File: src/rtl/rv32i_pkg.sv
// rv32i_pkg -- shared definitions for the multicycle RV32I control path.
//   * opcode constants for the nine supported instruction classes
//   * state_t: controller FSM states
//   * ALU operation codes ({funct7[5], funct3} style encoding)
//   * register-file write-data source encodings (RFWDSrcMuxSel)
//   * ctrl_t: bundle of the single-bit / small control outputs
//   * exe_state_of(): maps an opcode to its first execute state
package rv32i_pkg;

  // Opcodes (instr[6:0])
  localparam logic [6:0] OP_R  = 7'b0110011;
  localparam logic [6:0] OP_I  = 7'b0010011;
  localparam logic [6:0] OP_B  = 7'b1100011;
  localparam logic [6:0] OP_LU = 7'b0110111;
  localparam logic [6:0] OP_AU = 7'b0010111;
  localparam logic [6:0] OP_J  = 7'b1101111;
  localparam logic [6:0] OP_JL = 7'b1100111;
  localparam logic [6:0] OP_S  = 7'b0100011;
  localparam logic [6:0] OP_L  = 7'b0000011;

  // Controller states
  typedef enum logic [3:0] {
    FETCH  = 4'd0,
    DECODE = 4'd1,
    R_EXE  = 4'd2,
    I_EXE  = 4'd3,
    B_EXE  = 4'd4,
    LU_EXE = 4'd5,
    AU_EXE = 4'd6,
    J_EXE  = 4'd7,
    JL_EXE = 4'd8,
    S_EXE  = 4'd9,
    S_MEM  = 4'd10,
    L_EXE  = 4'd11,
    L_MEM  = 4'd12,
    L_WB   = 4'd13
  } state_t;

  // ALU operation codes
  localparam logic [3:0] ALU_ADD  = 4'b0000;
  localparam logic [3:0] ALU_SUB  = 4'b1000;
  localparam logic [3:0] ALU_SLL  = 4'b0001;
  localparam logic [3:0] ALU_SLT  = 4'b0010;
  localparam logic [3:0] ALU_SLTU = 4'b0011;
  localparam logic [3:0] ALU_XOR  = 4'b0100;
  localparam logic [3:0] ALU_SRL  = 4'b0101;
  localparam logic [3:0] ALU_SRA  = 4'b1101;
  localparam logic [3:0] ALU_OR   = 4'b0110;
  localparam logic [3:0] ALU_AND  = 4'b0111;

  // funct3 of the right-shift group; only here does funct7[5] matter for I-type
  localparam logic [2:0] F3_SR = 3'b101;

  // Register-file write-data source select
  localparam logic [2:0] RFWD_ALU   = 3'd0;
  localparam logic [2:0] RFWD_LOAD  = 3'd1;
  localparam logic [2:0] RFWD_IMM   = 3'd2;
  localparam logic [2:0] RFWD_PCIMM = 3'd3;
  localparam logic [2:0] RFWD_PC4   = 3'd4;

  // Control outputs other than aluControl
  typedef struct packed {
    logic       ir_we;
    logic       pc_en;
    logic       rf_we;
    logic       alu_src;
    logic [2:0] rfwd_src;
    logic       branch;
    logic       jal;
    logic       jalr;
    logic       data_we;
    logic       data_req;
    logic       illegal;
  } ctrl_t;

  // First execute state for an opcode; FETCH marks an unrecognised opcode.
  function automatic state_t exe_state_of(input logic [6:0] op);
    state_t s;
    case (op)
      OP_R:    s = R_EXE;
      OP_I:    s = I_EXE;
      OP_B:    s = B_EXE;
      OP_LU:   s = LU_EXE;
      OP_AU:   s = AU_EXE;
      OP_J:    s = J_EXE;
      OP_JL:   s = JL_EXE;
      OP_S:    s = S_EXE;
      OP_L:    s = L_EXE;
      default: s = FETCH;
    endcase
    return s;
  endfunction

endpackage

File: src/rtl/alu_decoder.sv
// alu_decoder -- derives the 4-bit ALU operation from the controller state
// and the funct fields of the current instruction.
//   state_i       : current controller state
//   funct3_i      : instr[14:12]
//   funct7_5_i    : instr[30]
//   alu_control_o : ALU operation select (ADD outside R/I/B execute)
module alu_decoder
  import rv32i_pkg::*;
(
  input  state_t     state_i,
  input  logic [2:0] funct3_i,
  input  logic       funct7_5_i,
  output logic [3:0] alu_control_o
);

  always_comb begin
    alu_control_o = ALU_ADD;
    case (state_i)
      R_EXE: alu_control_o = {funct7_5_i, funct3_i};
      // For immediates, instr[30] is part of the immediate except for the
      // shift-right group, where it selects SRA vs SRL.
      I_EXE: alu_control_o = (funct3_i == F3_SR) ? {funct7_5_i, funct3_i}
                                                 : {1'b0, funct3_i};
      // Branch compare type is carried by funct3 alone.
      B_EXE: alu_control_o = {1'b0, funct3_i};
      default: alu_control_o = ALU_ADD;
    endcase
  end

endmodule

File: src/rtl/multicycle_ctrl.sv
// multicycle_ctrl -- control FSM of a multicycle RV32I datapath.
//   clk, reset          : rising-edge clock, async active-high reset
//   instrCode[31:0]     : instruction-register contents
//   dataReady           : data memory finished the current access
//   irWe                : load instruction register (FETCH)
//   PCEn                : update PC / instruction retire pulse
//   regFileWe           : register-file write enable
//   aluControl[3:0]     : ALU operation
//   aluSrcMuxSel        : 0 = rs2, 1 = immediate
//   RFWDSrcMuxSel[2:0]  : register write-data source
//   branch, jal, jalr   : PC-select qualifiers
//   dataWe, dataReq     : store write / memory access request
//   illegalInstr        : unrecognised opcode seen in DECODE
//   dbg_state_o         : current FSM state, for observation only
//
// Handshake: in S_MEM / L_MEM dataReq stays high and the FSM holds until a
// cycle in which dataReady = 1; that cycle completes the access. dataReady is
// ignored in every other state.
module multicycle_ctrl
  import rv32i_pkg::*;
(
  input  logic        clk,
  input  logic        reset,
  input  logic [31:0] instrCode,
  input  logic        dataReady,
  output logic        irWe,
  output logic        PCEn,
  output logic        regFileWe,
  output logic [3:0]  aluControl,
  output logic        aluSrcMuxSel,
  output logic [2:0]  RFWDSrcMuxSel,
  output logic        branch,
  output logic        jal,
  output logic        jalr,
  output logic        dataWe,
  output logic        dataReq,
  output logic        illegalInstr,
  output state_t      dbg_state_o
);

  state_t     state_q, state_d;
  ctrl_t      ctrl;
  ctrl_t      ctrl_out;
  logic [3:0] alu_ctrl;
  state_t     decoded_exe;

  // Only opcode, funct3 and instr[30] steer the controller.
  logic unused_instr_bits;
  assign unused_instr_bits = ^{instrCode[31], instrCode[29:15], instrCode[11:7]};

  assign decoded_exe = exe_state_of(instrCode[6:0]);

  always_ff @(posedge clk or posedge reset) begin
    if (reset) state_q <= FETCH;
    else       state_q <= state_d;
  end

  // Next state and control outputs
  always_comb begin
    state_d = state_q;
    ctrl    = '0;
    case (state_q)
      FETCH: begin
        ctrl.ir_we = 1'b1;
        state_d    = DECODE;
      end
      DECODE: begin
        if (decoded_exe == FETCH) begin
          // Unknown opcode: retire it as a no-op so the PC moves on.
          ctrl.illegal = 1'b1;
          ctrl.pc_en   = 1'b1;
          state_d      = FETCH;
        end else begin
          state_d = decoded_exe;
        end
      end
      R_EXE: begin
        ctrl.rf_we    = 1'b1;
        ctrl.alu_src  = 1'b0;
        ctrl.rfwd_src = RFWD_ALU;
        ctrl.pc_en    = 1'b1;
        state_d       = FETCH;
      end
      I_EXE: begin
        ctrl.rf_we    = 1'b1;
        ctrl.alu_src  = 1'b1;
        ctrl.rfwd_src = RFWD_ALU;
        ctrl.pc_en    = 1'b1;
        state_d       = FETCH;
      end
      B_EXE: begin
        ctrl.branch  = 1'b1;
        ctrl.alu_src = 1'b0;
        ctrl.pc_en   = 1'b1;
        state_d      = FETCH;
      end
      LU_EXE: begin
        ctrl.rf_we    = 1'b1;
        ctrl.rfwd_src = RFWD_IMM;
        ctrl.pc_en    = 1'b1;
        state_d       = FETCH;
      end
      AU_EXE: begin
        ctrl.rf_we    = 1'b1;
        ctrl.rfwd_src = RFWD_PCIMM;
        ctrl.pc_en    = 1'b1;
        state_d       = FETCH;
      end
      J_EXE: begin
        ctrl.rf_we    = 1'b1;
        ctrl.jal      = 1'b1;
        ctrl.rfwd_src = RFWD_PC4;
        ctrl.pc_en    = 1'b1;
        state_d       = FETCH;
      end
      JL_EXE: begin
        // jal qualifies the jump, jalr switches the target base to rs1.
        ctrl.rf_we    = 1'b1;
        ctrl.jal      = 1'b1;
        ctrl.jalr     = 1'b1;
        ctrl.alu_src  = 1'b1;
        ctrl.rfwd_src = RFWD_PC4;
        ctrl.pc_en    = 1'b1;
        state_d       = FETCH;
      end
      S_EXE: begin
        ctrl.alu_src = 1'b1;
        state_d      = S_MEM;
      end
      S_MEM: begin
        ctrl.alu_src  = 1'b1;
        ctrl.data_req = 1'b1;
        ctrl.data_we  = 1'b1;
        if (dataReady) begin
          // Store retires in the completing cycle; nothing to write back.
          ctrl.pc_en = 1'b1;
          state_d    = FETCH;
        end
      end
      L_EXE: begin
        ctrl.alu_src = 1'b1;
        state_d      = L_MEM;
      end
      L_MEM: begin
        ctrl.alu_src  = 1'b1;
        ctrl.data_req = 1'b1;
        if (dataReady) state_d = L_WB;
      end
      L_WB: begin
        ctrl.rf_we    = 1'b1;
        ctrl.alu_src  = 1'b1;
        ctrl.rfwd_src = RFWD_LOAD;
        ctrl.pc_en    = 1'b1;
        state_d       = FETCH;
      end
      default: state_d = FETCH;
    endcase
  end

  alu_decoder u_alu_decoder (
    .state_i       (state_q),
    .funct3_i      (instrCode[14:12]),
    .funct7_5_i    (instrCode[30]),
    .alu_control_o (alu_ctrl)
  );

  // Reset silences every output, including the irWe that FETCH would
  // otherwise drive while reset holds the state there.
  assign ctrl_out      = reset ? '0 : ctrl;
  assign aluControl    = reset ? ALU_ADD : alu_ctrl;

  assign irWe          = ctrl_out.ir_we;
  assign PCEn          = ctrl_out.pc_en;
  assign regFileWe     = ctrl_out.rf_we;
  assign aluSrcMuxSel  = ctrl_out.alu_src;
  assign RFWDSrcMuxSel = ctrl_out.rfwd_src;
  assign branch        = ctrl_out.branch;
  assign jal           = ctrl_out.jal;
  assign jalr          = ctrl_out.jalr;
  assign dataWe        = ctrl_out.data_we;
  assign dataReq       = ctrl_out.data_req;
  assign illegalInstr  = ctrl_out.illegal;
  assign dbg_state_o   = state_q;

endmodule
File: config.mk
export PLATFORM = sky130hd
export DESIGN_NAME = multicycle_ctrl
export DESIGN_NICKNAME = d
export VERILOG_FILES = /design/src/rtl/rv32i_pkg.sv /design/src/rtl/alu_decoder.sv /design/src/rtl/multicycle_ctrl.sv
export SDC_FILE = /design/constraint.sdc
export NUM_CORES = 1
export LEC_CHECK = 0
export BUFFER_PORTS_ARGS = -buffer_cell sky130_fd_sc_hd__buf_2
export CORE_AREA = 5 5 49 51
export CTS_CLUSTER_SIZE = 8
export DETAILED_ROUTE_END_ITERATION = 8
export DIE_AREA = 0 0 54 56
export GPL_ROUTABILITY_DRIVEN = 0
export PLACE_DENSITY = 0.77
export SLEW_MARGIN = 20
export SYNTH_ARGS = -nofsm -noshare
export SYNTH_HDL_FRONTEND = slang
export SYNTH_HIERARCHICAL = 1
export SYNTH_SLANG_ARGS = --single-unit
File: constraint.sdc
create_clock -name clk -period 2.7 [get_ports clk]
set_clock_uncertainty 0.15 [all_clocks]
set_input_delay 0.135 -clock clk [delete_from_list [all_inputs] [get_ports clk]]
set_output_delay 0.135 -clock clk [all_outputs]
set_load 0.01 [all_outputs]
* Word level (Yosys, flattened, before mapping)
Cells that the tools add are included.
** Storage, ports and cells
- Logic and storage cells :: 56
- Input port bits :: 35
- Output and inout port bits :: 21
- Flip-flop bits (word level) :: 4
** Cells by class
- Eq/ne operators :: 25
- Reductions and logical operators :: 8
- Muxes and demuxes :: 22
** Operators by type and width (count)
- $pmux W4 S9 :: 1
- $eq A4 B4 Y1 const B :: 6
- $pmux W4 S6 :: 1
- $eq A7 B6 Y1 const B :: 3
- $eq A7 B7 Y1 const B :: 3
- $mux W4 :: 5
- $eq A4 B3 Y1 const B :: 4
- $eq A7 B5 Y1 const B :: 2
- $reduce_or A7 Y1 :: 2
- $mux W13 :: 1
- $pmux W3 S4 :: 1
- $pmux W4 S3 :: 1
- $mux W1 :: 11
- $eq A4 B2 Y1 const B :: 2
- $logic_not A4 Y1 :: 2
- $reduce_or A8 Y1 :: 1
- $eq A7 B2 Y1 const B :: 1
- $eq A4 B1 Y1 const B :: 1
- $ne A2 B2 Y1 const B :: 2
- $reduce_or A2 Y1 :: 2
- $eq A3 B3 Y1 const B :: 1
- $pmux W1 S3 :: 1
- $reduce_and A2 Y1 :: 1

* Longest topological paths before layout
- Word-level depth :: 6
- Depth in mapped cells :: 6
- Gate-level depth less buffers :: 4

* Hierarchy
The synthesis kept the hierarchy.
** Modules (own cells, without submodules)
- multicycle_ctrl :: instances 1, area an instance 641.9 µm², cells an instance 94, seq. area each 100.1 µm²
- alu_decoder :: instances 1, area an instance 68.8 µm², cells an instance 8, seq. area each 0.0 µm²

* Worst setup path before layout
No wires, ideal clock.
- Kind :: register to output
- From :: register state_q[3], in the netlist dbg_state_o[3]
- To :: output port PCEn
- Stages on the path, launching flop included :: 6
- Path buffers :: 1
- Data arrival time :: 1513 ps
- Data required time :: 2415 ps
- Path slack :: 902 ps
- Path through :: dfrtp_1 -> clkbuf_1 -> nor3_1 -> o311ai_0 -> nor3_1 -> o21bai_1
** On the way
- Word-level cells in the longest chain between the ends :: 4
- Elaborated cells on any way between the ends :: 13
- Classes of those cells :: eq/ne: 10; mux: 2; reduce/logical: 1
** Ends and longest elaborated chain
- start: declaration :: line multicycle_ctrl.sv:41 : state_t state_q, state_d;
- start signal: assignment :: line multicycle_ctrl.sv:55 : else state_q <= state_d;
- $eq A4 B4 Y1 (tied with other cells) :: line multicycle_ctrl.sv:62 : case (state_q)
- $reduce_or A8 Y1 (no line)
- $pmux W1 S3 (*) :: line multicycle_ctrl.sv:62
- $mux W13 (*) :: line multicycle_ctrl.sv:169 : assign ctrl_out = reset ? '0 : ctrl;
- end: declaration :: line multicycle_ctrl.sv:27 : output logic PCEn,
Every way passes the cells marked *; elsewhere a longest branch is shown, timed or not.

* Worst setup path in the final report
Ends and elaborated chain as after synthesis.

==> impl_metrics.json <==
{
  "drive_above_1_share": 0.331,
  "grt_use_total": 0.128,
  "crit_path_end": "PCEn",
  "total_power_w": 0.000354,
  "post-cts-setup-buffer-count": 0,
  "clock-root-buffer": "clkbuf_4",
  "reg2reg_depth": 4,
  "r2r_slack_ns": 1.15,
  "syn_area_sq_um": 711,
  "drt-pass1-iter-count": 4,
  "synth_area_per_cell_sq_um": 6.97,
  "wl_per_cell_microns": 12.5,
  "cts_buffer_depth": 2,
  "detail-route-antenna-nets": 0,
  "path_max_fanout": 21,
  "startpoint_type": "register",
  "seqCellArea_sq_um": 100,
  "clk_pin_slew_ns": 0.03,
  "setup_tns_ns": 0,
  "synthTopCellsByArea": "dfrtp_1 14%, nor2b_1 7.0%, nor3_1 5.6%, o21ai_0 4.9%, a2111oi_4 3.9%",
  "synth_edf_count": 0,
  "run_status": "complete, no violations",
  "synthArstFlopShare": 1.00,
  "rsz0062_at_grt": "no",
  "relSlewSlack": 0.631,
  "yosys.area.top_type": "dfrtp_1",
  "grt_max_degree": 22,
  "start_util": 0.374,
  "synthDominantCellAreaShare": 0.141,
  "cts_sinks": 4,
  "die_area_sq_um": 3020,
  "fillers": 196,
  "crit_path_end_kind": "output pin",
  "synth-main-ff-cell": "dfrtp_1",
  "num_antenna_cells": 0,
  "core_area_sq_um": 1900,
  "cellPowerDensity_nw_per_um2": 385,
  "clkLatencyLatePin_ns": 0.23,
  "dp_slack_ns": 0.764,
  "multi_input_area_sq_um": 553,
  "hold_viol": 0,
  "p_leak_nw": 0.405,
  "syn2layout_area_growth_pct": 29.4,
  "row_count": 16,
  "die_h_microns": 56,
  "hold_path_startpoint": "dataReady",
  "instances_no_fill": 160,
  "r2r-start": "dbg_state_o[0]",
  "drc_errors": 0,
  "rr_endpoint": "dbg_state_o[2]",
  "hp-class": "in2reg",
  "cap_violations": 0,
  "seq_area_frac_synth": 0.141,
  "maxSlewViolCount": 0,
  "num_io_pins": 56,
  "grt_overflow_total": 0,
  "first_iter_violations": 33,
  "fp.dieW_microns": 54,
  "numCtsBuffers": 3,
  "path_class": "reg2out",
  "timing.final.crit_share": 0.819,
  "required_ns": 2.41,
  "viasPerCell": 5.44,
  "hold_slack_ns": 0.0479,
  "syn_nets": 137,
  "startpoint": "dbg_state_o[3]",
  "dp.cells": 156,
  "syn_inst": 102,
  "cp.arrival_ns": 1.93,
  "setup_violations": 0,
  "ys_warn_count": 6,
  "synth-seq-cells": 4,
  "irDropWorstVdd_mv": 0.305,
  "antenna_found_initial": 0,
  "fmax_mhz": 452,
  "grt_pass1_wl_microns": 3130,
  "grt_pass1_vias": 749,
  "vias": 871,
  "detailed_place_hpwl_microns": 1550,
  "fin_crit_ns": 2.21,
  "synth_cell_types": 40,
  "largest_register_ffs": 4,
  "io_buffers": 34,
  "wirelength_microns": 2000,
  "nets": 170,
  "htree_levels": 1,
  "tightest_slew_ns": 0.554,
  "synth_common_cells": "8 x nor2b_1, 8 x nor3_1, 7 x nand2_1, 7 x o21ai_0",
  "cts_tree": "done",
  "setup_slack_ns": 0.489
}
-- layout make-up --
class,count,share of cell area
sequential,4,0.109
multi-input combinational,84,0.601
clock buffer,3,0.0245
tap,27,0.0367
inverter,6,0.0245
timing repair buffer,36,0.204
-- power breakdown --
group | switching (W) | internal [W] | leakage, nW | total, W
sequential | 0.0000465 | 0.0000695 | 0.0534 | 0.000116
clock | 0.0000233 | 0.0000496 | 0.0138 | 0.0000729
combinational | 0.0000874 | 0.0000778 | 0.338 | 0.000165
total | 0.000157 | 0.000197 | 0.405 | 0.000354
-- logic make-up (layout without fill, tap and decap cells) --
kind of cell / Yosys count / in the layout / synth area share
AO/OA/AOI/OAI: 31 / 31 / 0.336
XOR/XNOR: 2 / 2 / 0.0247
buffers and inverters: 14 / 45 / 0.0810
flip-flops: 4 / 4 / 0.141
AND/OR/NAND/NOR: 51 / 51 / 0.417
-- worst max-delay path: stages (launching register included) --
cell and delay, ns:
dfrtp_1 0.57, nor3_1 0.40, o311ai_0 0.20, nor3_1 0.23, o21bai_1 0.15, buf_2 0.15
-- cell usage in the layout (no fill, tap or decap), types with 3 or more instances in the layout --
cell      netlist  layout
buf_2           4      34
nor2b_1         8       8
nor3_1          8       8
nand2_1         7       7
o21ai_0         7       7
inv_1           6       6
nor2_1          6       6
a21oi_1         5       5
nand3_1         4       4
nand2b_1        4       4
dfrtp_1         4       4
nand3b_1        3       3
a211oi_1        3       3
clkbuf_4        0       3
-- repair_timing --
item,4_1_cts,5_1_grt
hold endpoints to repair,4,0
hold buffers,1,0
gates resized for setup,0,0
-- routing by layer --
| layer | GRT usage | part of all wire | vias to the layer above |
|---|---|---|---|
| met3 | 0.0107 | 0.063 | 0 |
| li1 | - | - | 437 |
| met5 | 0 | 0 | - |
| met4 | 0.0320 | 0 | 0 |
| met2 | 0.227 | 0.50 | 26 |
| met1 | 0.161 | 0.44 | 408 |
-- worst min-delay path by stage --
stage | endpoint | slack, ns | cells after the start
final | dbg_state_o[0] | 0.05 | 3
after detailed placement | dbg_state_o[1] | -0.003 | 2
after floorplan | dbg_state_o[0] | -0.24 | 1
after global routing | dbg_state_o[0] | 0.09 | 3
after global placement | dbg_state_o[1] | -0.02 | 2
after CTS | dbg_state_o[0] | 0.04 | 3
-- stage by stage --
step | area (sq um) | util
2_1_floorplan | 711 | -
3_3_place_gp | 887 | 0.466
3_5_place_dp | 887 | 0.466
4_1_cts | 920 | 0.484
5_1_grt | 920 | 0.484
6_report | 920 | 0.484
(Power assumes the default switching activity.)
